File: config.mk
export PLATFORM = sky130hd
export DESIGN_NAME = relobi_cut
export DESIGN_NICKNAME = d
export VERILOG_FILES = /design/src/rtl/relobi_cut.sv
export SDC_FILE = /design/constraint.sdc
export NUM_CORES = 1
export LEC_CHECK = 0
export CAP_MARGIN = 20
export CORE_UTILIZATION = 37
export CTS_BUF_LIST = sky130_fd_sc_hd__clkbuf_4
export DETAILED_ROUTE_END_ITERATION = 8
export PLACE_DENSITY = 0.79
export SETUP_SLACK_MARGIN = 0.05
export SLEW_MARGIN = 20
export SYNTH_ARGS = -nofsm -noshare
export SYNTH_HDL_FRONTEND = slang
export SYNTH_SLANG_ARGS = --single-unit
File: constraint.sdc
create_clock -name clk_i -period 1.5 [get_ports clk_i]
set_input_delay 0.15 -clock clk_i [delete_from_list [all_inputs] [get_ports clk_i]]
set_output_delay 0.15 -clock clk_i [all_outputs]
set_load 0.02 [all_outputs]
File: src/rtl/relobi_cut.sv
// -----------------------------------------------------------------------------
// relobi_cut -- one-cycle register slice for the reliable OBI (relOBI) bus.
//
// Sits directly downstream of the OBI-to-relOBI encoder to cut timing paths
// between a manager and the relOBI crossbar. The A and R channels are
// registered independently. Handshakes stay triplicated. Each channel's
// occupancy is kept as three flag copies that are majority-voted and
// rewritten from the voted value every cycle, so an upset copy self-heals.
//
// Ports:
//   clk_i      - clock
//   rst_ni     - asynchronous active-low reset
//   sbr_req_i  - relOBI request from upstream (encoder side)
//   sbr_rsp_o  - relOBI response to upstream
//   mgr_req_o  - relOBI request to downstream
//   mgr_rsp_i  - relOBI response from downstream
//   fault_o    - registered one-cycle pulse on any voter disagreement
//                (or, with scrubbing, any ECC error on a captured payload)
//
// Optional feature macro: RELOBI_CUT_SCRUB_EN
//   Defined   : addr/wdata/rdata and the grouped A/R other-field codewords are
//               Hsiao-decoded, corrected and re-encoded before the register.
//   Undefined : payloads are stored verbatim.
//
// Codeword layout used by the scrubber: data bits in the LSBs, check bits
// directly above them.
// -----------------------------------------------------------------------------
package obi_pkg;

  typedef struct packed {
    int unsigned AddrWidth;
    int unsigned DataWidth;
    int unsigned IdWidth;
    logic        UseRReady;
  } obi_cfg_t;

  localparam obi_cfg_t ObiDefaultConfig = '{
    AddrWidth: 32, DataWidth: 32, IdWidth: 1, UseRReady: 1'b1
  };

  typedef logic a_optional_t;
  typedef logic r_optional_t;

  // 32-bit words carry 7 Hsiao check bits.
  typedef struct packed {
    logic [38:0] addr;
    logic        we;
    logic [3:0]  be;
    logic [38:0] wdata;
    logic        aid;
    a_optional_t a_optional;
    logic [4:0]  other_ecc;   // protects {we, be, aid, a_optional}
  } relobi_a_chan_t;

  typedef struct packed {
    logic [38:0] rdata;
    logic        rid;
    logic        err;
    r_optional_t r_optional;
    logic [3:0]  other_ecc;   // protects {rid, err, r_optional}
  } relobi_r_chan_t;

  typedef struct packed {
    logic [2:0]     req;
    relobi_a_chan_t a;
    logic [2:0]     rready;
  } relobi_req_t;

  typedef struct packed {
    logic [2:0]     gnt;
    logic [2:0]     rvalid;
    relobi_r_chan_t r;
  } relobi_rsp_t;

endpackage

module relobi_cut #(
  parameter obi_pkg::obi_cfg_t Cfg = obi_pkg::ObiDefaultConfig,
  parameter type relobi_req_t = obi_pkg::relobi_req_t,
  parameter type relobi_rsp_t = obi_pkg::relobi_rsp_t,
  parameter type a_optional_t = obi_pkg::a_optional_t,
  parameter type r_optional_t = obi_pkg::r_optional_t
) (
  input  logic        clk_i,
  input  logic        rst_ni,
  input  relobi_req_t sbr_req_i,
  output relobi_rsp_t sbr_rsp_o,
  output relobi_req_t mgr_req_o,
  input  relobi_rsp_t mgr_rsp_i,
  output logic        fault_o
);

  localparam logic UseRReady = Cfg.UseRReady;
  localparam int unsigned AW = $bits(sbr_req_i.a);
  localparam int unsigned RW = $bits(mgr_rsp_i.r);

  function automatic logic vote3(input logic [2:0] v);
    return (v[0] & v[1]) | (v[1] & v[2]) | (v[0] & v[2]);
  endfunction

  // High when the three copies do not all agree.
  function automatic logic split3(input logic [2:0] v);
    return (|v) & ~(&v);
  endfunction

  // ---------------------------------------------------------------------------
  // State
  // ---------------------------------------------------------------------------
  logic [2:0]    a_full_q, a_full_d;
  logic [2:0]    r_full_q, r_full_d;
  logic [AW-1:0] a_data_q, a_data_d;
  logic [RW-1:0] r_data_q, r_data_d;
  logic          fault_q,  fault_d;

  logic          a_full, a_drain, a_ready, a_capture;
  logic          r_full, r_drain, r_ready, r_capture;
  logic [AW-1:0] a_in;
  logic [RW-1:0] r_in;
  logic          ecc_err;

  // ---------------------------------------------------------------------------
  // Payload path (optional scrubbing)
  // ---------------------------------------------------------------------------
`ifdef RELOBI_CUT_SCRUB_EN
  localparam int unsigned CwMax = 39;

  // j-th Hsiao column: odd weight >= 3, enumerated in ascending order.
  function automatic logic [7:0] hsiao_col(input int unsigned j, input int unsigned r);
    int unsigned n;
    logic [7:0]  v;
    hsiao_col = '0;
    n = 0;
    for (int x = 0; x < 256; x++) begin
      v = 8'(x);
      if (x < (1 << r) && $countones(v) >= 3 && $countones(v) % 2 == 1) begin
        if (n == j) hsiao_col = v;
        n++;
      end
    end
  endfunction

  // Decode, correct a single data-bit error and re-encode the check bits.
  function automatic logic [CwMax-1:0] hsiao_scrub(input logic [CwMax-1:0] cw,
                                                   input int unsigned k,
                                                   input int unsigned r,
                                                   output logic err);
    logic [7:0]       syn;
    logic [7:0]       chk;
    logic [CwMax-1:0] fixed;
    syn = '0;
    for (int j = 0; j < CwMax; j++)
      if (j < k && cw[j]) syn ^= hsiao_col(j, r);
    for (int i = 0; i < 8; i++)
      if (i < r) syn[i] ^= cw[k+i];
    fixed = cw;
    for (int j = 0; j < CwMax; j++)
      if (j < k && syn == hsiao_col(j, r)) fixed[j] = ~fixed[j];
    chk = '0;
    for (int j = 0; j < CwMax; j++)
      if (j < k && fixed[j]) chk ^= hsiao_col(j, r);
    for (int i = 0; i < 8; i++)
      if (i < r) fixed[k+i] = chk[i];
    err = |syn;
    return fixed;
  endfunction

  localparam int unsigned AddrCwW  = $bits(sbr_req_i.a.addr);
  localparam int unsigned DataCwW  = $bits(sbr_req_i.a.wdata);
  localparam int unsigned AOthK    = $bits(sbr_req_i.a.we) + $bits(sbr_req_i.a.be)
                                   + $bits(sbr_req_i.a.aid) + $bits(a_optional_t);
  localparam int unsigned AOthR    = $bits(sbr_req_i.a.other_ecc);
  localparam int unsigned ROthK    = $bits(mgr_rsp_i.r.rid) + $bits(mgr_rsp_i.r.err)
                                   + $bits(r_optional_t);
  localparam int unsigned ROthR    = $bits(mgr_rsp_i.r.other_ecc);

  relobi_req_t      a_scrub;
  relobi_rsp_t      r_scrub;
  logic [CwMax-1:0] cw_fix [5];
  logic [4:0]       cw_err;

  always_comb begin
    a_scrub = sbr_req_i;
    r_scrub = mgr_rsp_i;
    cw_fix[0] = hsiao_scrub(CwMax'(a_scrub.a.addr), Cfg.AddrWidth,
                            AddrCwW - Cfg.AddrWidth, cw_err[0]);
    cw_fix[1] = hsiao_scrub(CwMax'(a_scrub.a.wdata), Cfg.DataWidth,
                            DataCwW - Cfg.DataWidth, cw_err[1]);
    cw_fix[2] = hsiao_scrub(CwMax'({a_scrub.a.other_ecc, a_scrub.a.we, a_scrub.a.be,
                                    a_scrub.a.aid, a_scrub.a.a_optional}),
                            AOthK, AOthR, cw_err[2]);
    cw_fix[3] = hsiao_scrub(CwMax'(r_scrub.r.rdata), Cfg.DataWidth,
                            DataCwW - Cfg.DataWidth, cw_err[3]);
    cw_fix[4] = hsiao_scrub(CwMax'({r_scrub.r.other_ecc, r_scrub.r.rid, r_scrub.r.err,
                                    r_scrub.r.r_optional}),
                            ROthK, ROthR, cw_err[4]);
    a_scrub.a.addr  = cw_fix[0][AddrCwW-1:0];
    a_scrub.a.wdata = cw_fix[1][DataCwW-1:0];
    {a_scrub.a.other_ecc, a_scrub.a.we, a_scrub.a.be, a_scrub.a.aid,
     a_scrub.a.a_optional} = cw_fix[2][AOthK+AOthR-1:0];
    r_scrub.r.rdata = cw_fix[3][DataCwW-1:0];
    {r_scrub.r.other_ecc, r_scrub.r.rid, r_scrub.r.err,
     r_scrub.r.r_optional} = cw_fix[4][ROthK+ROthR-1:0];
    a_in = a_scrub.a;
    r_in = r_scrub.r;
    // Idle buses may carry arbitrary payload bits; only captured words count.
    ecc_err = (a_capture & (|cw_err[2:0])) | (r_capture & (|cw_err[4:3]));
  end
`else
  assign a_in    = sbr_req_i.a;
  assign r_in    = mgr_rsp_i.r;
  assign ecc_err = 1'b0;
`endif

  // ---------------------------------------------------------------------------
  // A channel
  // ---------------------------------------------------------------------------
  assign a_full    = vote3(a_full_q);
  assign a_drain   = a_full & vote3(mgr_rsp_i.gnt);
  assign a_ready   = ~a_full | a_drain;
  assign a_capture = vote3(sbr_req_i.req) & a_ready;

  // ---------------------------------------------------------------------------
  // R channel. Without rready the slice always drains, which degenerates to a
  // plain pipeline register that follows the voted rvalid.
  // ---------------------------------------------------------------------------
  assign r_full    = vote3(r_full_q);
  assign r_drain   = r_full & (UseRReady ? vote3(sbr_req_i.rready) : 1'b1);
  assign r_ready   = ~r_full | r_drain;
  assign r_capture = vote3(mgr_rsp_i.rvalid) & r_ready;

  // ---------------------------------------------------------------------------
  // Next state: all flag copies rewritten from the voted result every cycle.
  // ---------------------------------------------------------------------------
  always_comb begin
    a_full_d = {3{a_capture | (a_full & ~a_drain)}};
    r_full_d = {3{r_capture | (r_full & ~r_drain)}};
    a_data_d = a_capture ? a_in : a_data_q;
    r_data_d = r_capture ? r_in : r_data_q;
    fault_d  = split3(sbr_req_i.req) | split3(mgr_rsp_i.gnt)
             | split3(mgr_rsp_i.rvalid)
             | (UseRReady & split3(sbr_req_i.rready))
             | split3(a_full_q) | split3(r_full_q)
             | ecc_err;
  end

  always_ff @(posedge clk_i or negedge rst_ni) begin
    if (!rst_ni) begin
      a_full_q <= '0;
      r_full_q <= '0;
      a_data_q <= '0;
      r_data_q <= '0;
      fault_q  <= 1'b0;
    end else begin
      a_full_q <= a_full_d;
      r_full_q <= r_full_d;
      a_data_q <= a_data_d;
      r_data_q <= r_data_d;
      fault_q  <= fault_d;
    end
  end

  // ---------------------------------------------------------------------------
  // Outputs
  // ---------------------------------------------------------------------------
  always_comb begin
    sbr_rsp_o        = '0;
    sbr_rsp_o.gnt    = {3{a_ready}};
    sbr_rsp_o.rvalid = {3{r_full}};
    sbr_rsp_o.r      = r_data_q;
    mgr_req_o        = '0;
    mgr_req_o.req    = {3{a_full}};
    mgr_req_o.a      = a_data_q;
    mgr_req_o.rready = {3{r_ready}};
  end

  assign fault_o = fault_q;

endmodule

; Yosys cells after proc, flatten, opt, wreduce, memory -nomap -nowiden
; Cells that the tools add are included.
; Widths: inputs -> output; s select.
[word_totals]
ff_bits = 139
inputBits = 150
output_inout_bits = 149
elab_cells = 78
[op_classes]
n_bitwise = 61
reduce_logical = 12
[op_table]
columns = op, n
row1 = $and 1x1->1, 30
row2 = $or 1x1->1, 21
row3 = $reduce_and 3->1, 6
row4 = $reduce_or 3->1, 6
row5 = $not 1->1, 10

; Longest topological paths before layout
; Gate-level depths: netlist of the first run.
[depth]
ltp_word = 8
depth_mapped = 4
mapped_depth_nobuf = 3

; Least setup slack after synthesis of the first run
; No wires, ideal clock.
[synth_path]
path_kind = input to register
startpoint = in mgr_rsp_i[51] (netlist bit)
endpoint = reg a_data_q[0]
setup_time_ns = 0.125
arrival_ns = 1.351
required_time_ns = 1.375
path_slack_ns = 0.024
cell_stages = 4
n_path_buf = 1
cell_sequence = maj3_2 o2bb2ai_4 buf_8 mux2_4
[synth_via]
elab_chain_cells = 6
elab_cells_between_ends = 7
cone_classes = bitwise (7)
[synth_lines]
columns = element, line_no
row1 = start: declaration, 89  ; input relobi_rsp_t mgr_rsp_i,
row2 = $and 1x1->1, 98  ; return (v[0] & v[1]) | (v[1] & v[2]) | (v[0] & v[2]);
row3 = $or 1x1->1, 98
row4 = $or 1x1->1 *, 98
row5 = $and 1x1->1 *, 218  ; assign a_drain = a_full & vote3(mgr_rsp_i.gnt);
row6 = $or 1x1->1 *, 219  ; assign a_ready = ~a_full | a_drain;
row7 = $and 1x1->1 *, 220  ; assign a_capture = vote3(sbr_req_i.req) & a_ready;
row8 = end signal: assignment, 256  ; a_data_q <= a_data_d;
row9 = end: declaration, 111  ; logic [AW-1:0] a_data_q, a_data_d;
; Every way passes the cells marked *; elsewhere a longest branch is shown, timed or not.
; A chain may end at the register's enable or synchronous reset.

; Worst setup path in the final report of the first run
[layout_path]
startpoint = reg a_full_q[0] (netlist name)
endpoint = reg a_data_q[16]
[layout_via]
elab_chain_cells = 6
elab_cells_between_ends = 9
cone_classes = bitwise (9)
[layout_lines]
columns = element, line_no
row1 = $and 1x1->1, 98
row2 = $or 1x1->1, 98
row3 = $or 1x1->1 *, 98
row4 = $and 1x1->1 or $not 1->1 (tied branches), "218, 219"
row5 = $or 1x1->1 *, 219
row6 = $and 1x1->1 *, 220
; Marked as above.

==> results.sh, run 1 <==
export IMPL_finalCritPeriodShare_pct=100
export IMPL_core_area_mm2=0.0153
export IMPL_io_buffers=298
export IMPL_ys_warn_count=0
export IMPL_finish_utilization_pct=63.8
export IMPL_vias=4073
export IMPL_fin_crit_ns=1.51
export IMPL_grt_max_degree=47
export IMPL_outcome="finished with violations"
export IMPL_synth_edf_count=0
export IMPL_die_w_um=127
export IMPL_stdcell_count=900
export IMPL_syn_nets=475
export IMPL_cp_slowest_cell="dfrtp_1"
export IMPL_async_flop_share_pct=100
export IMPL_wl_mm=16.0
export IMPL_skew_ns=0.0127
export IMPL_power_frac_comb_pct=38.3
export IMPL_layout_setup_ws_ns=-0.00747
export IMPL_synth_main_ff_cell="dfrtp_1"
export IMPL_cts_path_max_buffers=2
export IMPL_nNetsFinal=824
export IMPL_critPathMaxFanout=7
export IMPL_drv_cap=0
export IMPL_io_pins=299
export IMPL_area_growth_pct=67.9
export IMPL_place_inst=845
export IMPL_setup_viol=4
export IMPL_clk_pin_slew_ns=0.13
export IMPL_rr_worst_depth=6
export IMPL_place_hpwl_mm=11.0
export IMPL_ys_types=18
export IMPL_critPathKind="reg -> reg"
export IMPL_grt_pass1_wl_mm=23.2
export IMPL_cp_num_buf_inv=4
export IMPL_initial_utilization_pct=38.0
export IMPL_switchingPower_mw=3.91
export IMPL_cp_start_kind="flop"
export IMPL_tightest_slew_ns=0.350
export IMPL_overflow=0
export IMPL_drc=0
export IMPL_cts_sinks=139
export IMPL_seqPwrFrac_pct=41.3
export IMPL_synth_seq_cells=139
export IMPL_synth_area_mm2=0.00580
export IMPL_rsz0062_at_grt="true"
export IMPL_num_rows=45
export IMPL_failed_checks="setup timing"
export IMPL_gp_congestion=0.752
export IMPL_syn_inst=325
export IMPL_die_y_um=127
export IMPL_crit_chain="inv_2, o2bb2ai_4, buf_12, buf_12, clkbuf_16, mux2_4"
export IMPL_grt_use_total_pct=18.9
export IMPL_ctsHtreeMaxLevel=4
export IMPL_ir_drop_mv=0.574
export IMPL_max_freq_ghz=0.663
export IMPL_switching_share_pct=32.8
export IMPL_antenna_found_initial=1
export IMPL_cts_inserted_buffers=17
export IMPL_drtPass1Iterations=4
export IMPL_cts_tree="built"
export IMPL_ys_seq_area_share_pct=59.9
export IMPL_p_leak_nw=4.69
export IMPL_drt_iter0_drc=100
export IMPL_viasPerCell=4.53
export IMPL_wl_per_cell_um=17.8
export IMPL_avgSynthCellArea_um2=17.9
export IMPL_arrival_ns=1.94
export IMPL_slew_headroom_pct=76.6
export IMPL_grt_pass1_vias=4411
export IMPL_cp_end_kind="flop"
export IMPL_p_int_mw=8.02
export IMPL_crit_cells=6
export IMPL_drive_gt1_share_pct=51.4
export IMPL_hold_violations=0
export IMPL_critical_path_required_ns=1.93
export IMPL_final_cell_mix="148 x clkdlybuf4s50_1, 139 x dfrtp_1, 136 x mux2_4, 57 x clkbuf_2, 42 x clkdlybuf4s15_2"
export IMPL_final_max_slew_viol_count=0
export IMPL_pwr_share_clk_pct=20.4
export IMPL_clk_latency_ns=0.53
export IMPL_cts_root_buf="clkbuf_4"
export IMPL_crit_path_max_incr_delay_ns=0.46
export IMPL_final_common_cell="clkdlybuf4s50_1"
export IMPL_ant_nets=0
export IMPL_hp_class="in -> async"
export IMPL_dieArea_mm2=0.0162
export IMPL_power_density_mw_per_mm2=1230
export IMPL_cp_common_cell="buf_12"
export IMPL_cp_top_family="buffers and inverters"
-- kinds of logic (layout without fill, tap and decap cells) --
family,after synthesis,count (layout),share of synthesized area [%]
flops,139,139,59.9
mux,136,136,32.2
simple gates,15,15,1.29
compound gates,6,6,1.40
buf+inv,27,389,4.79
other cells,0,2,0
fa+ha+maj,2,2,0.367
-- what timing repair did --
action                                  4_1_cts  5_1_grt
setup buffers                                 1        9
hold buffers                                  1        0
endpoints found under the setup margin      150      219
resized for setup                           424      112
cloned                                        0       10
pin swaps                                     1        1
endpoints found under the hold margin       139        0
-- registers in the layout, indices dropped and copies added (netlist names) --
register  cells
a_data_q     90
r_data_q     46
a_full_q      1
fault_o       1
r_full_q      1
-- layout make-up --
class	instances	area, um2
multi-input combinational	159	2240
clock inverter	14	148
inverter	2	7.51
antenna	2	5.00
sequential	139	3480
tap	211	264
timing repair buffer	355	3470
fill	1090	5520
clock buffer	18	135
-- path summary, 6_finish.rpt --
kind / from / to / slack (ns)
worst min register to register: r_data_q[11] / r_data_q[11] / 0.52
max in group asynchronous: rst_ni / r_data_q[8] / 0.84
worst max-delay path: a_full_q[0] / a_data_q[16] / -0.007
worst min-delay path: rst_ni / r_data_q[15] / 0.06
min in group clk_i: sbr_req_i[35] / a_data_q[32] / 0.21
worst max register to register: a_full_q[0] / a_data_q[16] / -0.007
-- power by group through the flow --
stage	sequential [mW]	combinational, mW	clock [mW]
2_1_floorplan	5.83	1.42	0
3_3_place_gp	4.94	4.56	0
3_5_place_dp	4.96	4.63	0
4_1_cts	4.92	4.48	2.52
5_1_grt	5.01	4.79	2.69
6_report	4.93	4.57	2.44
-- synth_stat cells (2+ instances only) --
cell type	count	area share, %
inv_1	2	0.13
mux2_2	46	8.9
buf_6	4	0.78
buf_8	9	2.3
nand3_1	5	0.43
buf_4	12	1.6
nand2_1	4	0.26
dfrtp_1	139	60
nand2b_1	2	0.22
o21ai_0	2	0.17
o2bb2ai_4	2	0.95
mux2_4	90	23
or3_1	3	0.32
-- through the flow --
stage	power (mW)	worst slack (ns)	instance area (um2)	hold WS [ns]	TNS, ns
after floorplan	7.26	0.0235	5800	-0.146	0
after global placement	9.49	-0.464	9140	0.0681	-54.77
after detailed placement	9.59	-0.489	9140	0.0761	-60.37
after CTS	11.9	-0.0155	9640	0.0185	-0.115
after global routing	12.5	-0.0440	9740	0.0340	-1.19
final	11.9	-0.00747	9740	0.0595	-0.0148
-- routing by layer --
| metal | up-vias | wire length, um | GRT usage [%] |
|---|---|---|---|
| met3 | 20 | 1360 | 6.57 |
| met5 | - | 0 | 0 |
| met2 | 190 | 8030 | 32.1 |
| li1 | 1834 | - | - |
| met1 | 2029 | 6300 | 21.5 |
| met4 | 0 | 314 | 8.33 |
No activity file was read; power rests on OpenSTA's default activity.
==> run 2: changes to the inputs <==
--- a/config.mk
+++ b/config.mk
@@ -9,7 +9,7 @@
 export CORE_UTILIZATION = 37
 export CTS_BUF_LIST = sky130_fd_sc_hd__clkbuf_4
 export DETAILED_ROUTE_END_ITERATION = 8
-export PLACE_DENSITY = 0.79
+export PLACE_DENSITY = 0.86
 export SETUP_SLACK_MARGIN = 0.05
 export SLEW_MARGIN = 20
 export SYNTH_ARGS = -nofsm -noshare
==> results.sh, run 2 (synthesis results as in run 1) <==
export IMPL_outcome="completed"
export IMPL_gp_congestion=0.760
export IMPL_hp_class="in -> async"
export IMPL_slew_headroom_pct=75.5
export IMPL_final_max_slew_viol_count=0
export IMPL_skew_ns=0.0151
export IMPL_cp_start_kind="flop"
export IMPL_vias=3963
export IMPL_place_hpwl_mm=11.2
export IMPL_wl_mm=15.4
export IMPL_max_freq_ghz=0.693
export IMPL_core_area_mm2=0.0153
export IMPL_power_density_mw_per_mm2=1200
export IMPL_viasPerCell=4.44
export IMPL_finalCritPeriodShare_pct=96.3
export IMPL_diodes=0
export IMPL_cp_top_family="flip-flops"
export IMPL_critPathMaxFanout=22
export IMPL_grt_max_degree=48
export IMPL_initial_utilization_pct=38.0
export IMPL_grt_pass1_wl_mm=22.8
export IMPL_critPathKind="reg -> reg"
export IMPL_holdWs_ns=0.0907
export IMPL_grt_pass1_vias=4270
export IMPL_cp_end_kind="flop"
export IMPL_cp_slowest_cell="dfrtp_2"
export IMPL_final_cell_mix="148 x clkdlybuf4s50_1, 137 x dfrtp_1, 90 x mux2_4, 81 x clkdlybuf4s15_2, 46 x mux2_2"
export IMPL_largest_reg_flops=90
export IMPL_reg_top3="a_data_q (90), r_data_q (46)"
export IMPL_cp_num_buf_inv=3
export IMPL_cts_tree="built"
export IMPL_rr_worst_depth=5
export IMPL_area_growth_pct=64.3
export IMPL_p_leak_nw=4.42
export IMPL_drive_gt1_share_pct=53.9
export IMPL_die_y_um=127
export IMPL_setup_viol=0
export IMPL_crit_chain="inv_2, o2bb2ai_4, buf_12, buf_12, mux2_4"
export IMPL_die_w_um=127
export IMPL_final_common_cell="clkdlybuf4s50_1"
export IMPL_overflow=0
export IMPL_hold_violations=0
export IMPL_ir_drop_mv=0.557
export IMPL_cts_inserted_buffers=17
export IMPL_cts_root_buf="clkbuf_4"
export IMPL_antenna_found_initial=0
export IMPL_clk_latency_ns=0.53
export IMPL_ctsHtreeMaxLevel=4
export IMPL_clk_pin_slew_ns=0.12
export IMPL_crit_cells=5
export IMPL_cp_common_cell="buf_12"
export IMPL_num_rows=45
export IMPL_drv_cap=0
export IMPL_dieArea_mm2=0.0162
export IMPL_drc=0
export IMPL_grt_use_total_pct=18.7
export IMPL_wl_per_cell_um=17.3
export IMPL_rsz0062_at_grt="true"
export IMPL_ant_nets=0
export IMPL_drtPass1Iterations=5
export IMPL_arrival_ns=1.86
export IMPL_critical_path_required_ns=1.92
export IMPL_crit_path_max_incr_delay_ns=0.44
export IMPL_io_buffers=298
export IMPL_tightest_slew_ns=0.367
export IMPL_regMostFlops="a_data_q"
export IMPL_place_area_mm2=0.00906
export IMPL_drt_iter0_drc=116
export IMPL_cts_sinks=139
export IMPL_io_pins=299
export IMPL_cts_path_max_buffers=2
export IMPL_nNetsFinal=819
export IMPL_total_power_mw=11.5
export IMPL_design_area_mm2=0.00953
export IMPL_fin_crit_ns=1.44
run 2: changes by cell type in the layout (fill, tap and decap cells not counted), moves of 6 or more:
cell and change:
buf_2 +10, buf_8 -7, clkdlybuf4s15_2 +39, mux2_2 +46, mux2_4 -46, clkbuf_2 -31
buf_4 +6, clkdlybuf4s15_1 -16
run 2: final cells by class:
type,instances,area (um2)
fillers,1120,5730
multi-input cells,159,2060
inverters,2,7.51
repair buffers,350,3470
clock buffers,19,143
flip-flops and latches,139,3480
clock inverters,12,103
well taps,211,264
run 2: worst paths after layout:
path	endpoint	slack, ns	start
setup / recovery	a_data_q[3]	0.06	a_full_q[0]
hold / removal	r_data_q[14]	0.09	rst_ni
setup reg to reg	a_data_q[3]	0.06	a_full_q[0]
hold reg to reg	r_data_q[8]	0.51	r_data_q[8]
max in group asynchronous	r_data_q[0]	0.82	rst_ni
min in group clk_i	a_data_q[56]	0.23	sbr_req_i[59]
run 2: repair_timing:
item,CTS,global route
pin swaps,2,1
hold buffers,1,0
resized for setup,457,50
hold endpoints to repair,139,0
endpoints found under the setup margin,233,135
cloned,0,5
setup buffers,4,15
run 2: worst register-to-register path: cells and delay by family (launching register included):
kind / cells / cell delay (ns)
DFF: 1 / 0.44
buffers and inverters: 3 / 0.44
AOI/OAI and AO/OA: 1 / 0.13
muxes: 1 / 0.34
run 2: stage by stage:
stage,util (%),cells,TNS [ns],worst slack (ns)
global route,62.5,892,-0.000779,-0.000779
CTS,62.5,872,0,0.0196
finish,62.5,892,0,0.0561
detailed placement,59.4,836,-64.67,-0.503
global placement,59.4,836,-60.40,-0.460
floorplan,-,325,0,0.0235
run 2: power breakdown:
part / internal [mW] / switching [mW] / leakage, nW
registers: 4.48 / 0.443 / 1.62
clock network: 0.840 / 1.30 / 0.142
logic: 2.45 / 1.97 / 2.66
run 2: routing by layer:
metal | vias to the layer above | GRT usage (%) | part of all wire (%)
met5 | - | 0 | 0
met3 | 19 | 6.95 | 7.1
met1 | 1937 | 21.1 | 39
li1 | 1820 | - | -
met2 | 187 | 32.8 | 52
met4 | 0 | 6.30 | 1.3
==> run 3: changes to the inputs <==
--- a/config.mk
+++ b/config.mk
@@ -6,8 +6,10 @@
 export NUM_CORES = 1
 export LEC_CHECK = 0
 export CAP_MARGIN = 20
+export CORE_MARGIN = 1.5
 export CORE_UTILIZATION = 37
 export CTS_BUF_LIST = sky130_fd_sc_hd__clkbuf_4
+export CTS_CLUSTER_DIAMETER = 60
 export DETAILED_ROUTE_END_ITERATION = 8
 export PLACE_DENSITY = 0.86
 export SETUP_SLACK_MARGIN = 0.05
==> results.sh, run 3 (synthesis results as in run 1) <==
export IMPL_outcome="finished with violations"
export IMPL_failed_checks="setup timing"
export IMPL_ctsHtreeMaxLevel=4
export IMPL_crit_chain="buf_6, inv_4, o2bb2ai_4, buf_12, clkbuf_16, buf_16, mux2_4"
export IMPL_max_freq_ghz=0.660
export IMPL_n_fill_cell=1139
export IMPL_drt_iter0_drc=129
export IMPL_die_y_um=128
export IMPL_reg_top3="a_data_q (90), r_data_q (46)"
export IMPL_wl_mm=15.7
export IMPL_stdcell_count=902
export IMPL_tightest_slew_ns=0.455
export IMPL_final_max_slew_viol_count=0
export IMPL_num_rows=45
export IMPL_ff_latch_area_mm2=0.00348
export IMPL_place_inst=845
export IMPL_largest_reg_flops=90
export IMPL_arrival_ns=1.92
export IMPL_cts_inserted_buffers=17
export IMPL_cts_root_buf="clkbuf_4"
export IMPL_wl_per_cell_um=17.4
export IMPL_grt_max_degree=46
export IMPL_initial_utilization_pct=38.0
export IMPL_ant_nets=0
export IMPL_slew_headroom_pct=69.7
export IMPL_cts_sinks=139
export IMPL_drc=0
export IMPL_r2r_end="a_data_q[41]"
export IMPL_core_area_mm2=0.0153
export IMPL_cp_slowest_cell="dfrtp_1"
export IMPL_clk_pin_slew_ns=0.12
export IMPL_skew_ns=0.0172
export IMPL_vias=4002
export IMPL_holdWs_ns=0.132
export IMPL_regMostFlops="a_data_q"
export IMPL_gp_congestion=0.758
export IMPL_rr_worst_depth=7
export IMPL_nNetsFinal=827
export IMPL_cp_start_kind="flop"
export IMPL_cts_tree="built"
export IMPL_ir_drop_mv=0.549
export IMPL_rsz0062_at_grt="true"
export IMPL_critPathKind="reg -> reg"
export IMPL_critPathMaxFanout=11
export IMPL_die_w_um=128
export IMPL_cp_end_kind="flop"
export IMPL_cts_path_max_buffers=2
export IMPL_critical_path_required_ns=1.90
export IMPL_viasPerCell=4.44
export IMPL_layout_setup_ws_ns=-0.0152
export IMPL_final_common_cell="clkdlybuf4s50_1"
export IMPL_ff2ff_setup_slack_ns=-0.02
export IMPL_power_density_mw_per_mm2=1250
export IMPL_crit_path_max_incr_delay_ns=0.38
export IMPL_grt_pass1_vias=4330
export IMPL_hold_violations=0
export IMPL_io_buffers=298
export IMPL_antenna_found_initial=1
export IMPL_pre_cts_slack_ns=-0.459
export IMPL_p_leak_nw=4.48
export IMPL_dieArea_mm2=0.0164
export IMPL_grt_use_total_pct=18.0
export IMPL_reg2reg_from="a_full_q[0]"
export IMPL_setup_viol=12
export IMPL_endpoint="a_data_q[41]"
export IMPL_final_cell_mix="148 x clkdlybuf4s50_1, 138 x dfrtp_1, 90 x mux2_4, 78 x clkbuf_2, 46 x mux2_2"
export IMPL_io_pins=299
export IMPL_drv_cap=0
export IMPL_finish_utilization_pct=62.1
export IMPL_fin_crit_ns=1.52
export IMPL_cp_startpoint="a_full_q[0]"
export IMPL_fin_setup_tns_ns=-0.101
export IMPL_multiInputGateArea_mm2=0.00206
export IMPL_area_growth_pct=63.3
export IMPL_finalCritPeriodShare_pct=101
export IMPL_overflow=0
export IMPL_place_hpwl_mm=11.1
export IMPL_hp_class="in -> async"
export IMPL_drtPass1Iterations=6
export IMPL_grt_pass1_wl_mm=22.4
export IMPL_clk_latency_ns=0.52
export IMPL_drive_gt1_share_pct=51.7
## run 3: cell types whose count changed in the layout (fill, tap and decap cells not counted), moves of 3 or more
cell             before  now
clkbuf_2             26   78
clkdlybuf4s15_1      10   26
clkinv_2              6    0
buf_2                20    8
buf_4                34   37
buf_8                 1    7
clkdlybuf4s15_2      81   27
buf_6                17    9
## run 3: where the power goes
part           switching, mW  total, mW  internal, mW
combinational           1.98       4.30          2.31
clock                   1.39       2.60          1.21
sequential             0.441       4.92          4.48
total                   3.81       11.8          8.00
## run 3: what timing repair did
action,in CTS,in global routing
setup endpoints to repair,210,225
resized for setup,355,126
hold endpoints to repair,139,0
hold buffers,1,0
cloned,0,9
pin swaps,0,3
setup buffers,3,11
## run 3: area by class of cell
class / instances / area share [%]
well taps: 211 / 2.79
multi-input cells: 159 / 21.8
inverters: 2 / 0.106
diodes: 1 / 0.0264
repair buffers: 358 / 35.3
clock inverters: 13 / 1.78
clock buffers: 19 / 1.51
flip-flops and latches: 139 / 36.7
## run 3: worst min path at each step
stage                     cells after the start  slack, ns  startpoint            to
final                                         2       0.13      rst_ni  r_data_q[23]
after global routing                          2       0.08      rst_ni  r_data_q[23]
after CTS                                     2       0.06      rst_ni  r_data_q[23]
after detailed placement                      1       0.12      rst_ni  r_data_q[23]
after global placement                        1       0.11      rst_ni  r_data_q[23]
after floorplan                               0      -0.15      rst_ni   a_data_q[0]
## run 3: worst max-delay path, delay by kind of cell (launching register included)
family / cells / cell delay [ns]
mux: 1 / 0.30
compound gates: 1 / 0.12
buf+inv: 5 / 0.60
flops: 1 / 0.38
## run 3: layer usage
layer / share of wire [%] / vias to the layer above / track usage [%] / wire length (um)
met4: 1.6 / 0 / 6.41 / 246
met3: 8.1 / 18 / 6.51 / 1270
met1: 40 / 1942 / 20.6 / 6220
met5: 0 / - / 0 / 0
li1: - / 1842 / - / -
met2: 51 / 200 / 31.0 / 7930
## run 3: through the flow
stage / power, mW / instance area (um2)
after detailed placement: 9.57 / 9130
final: 11.8 / 9480
after global routing: 12.4 / 9480
after CTS: 11.9 / 9510
after floorplan: 7.26 / 5800
after global placement: 9.46 / 9130
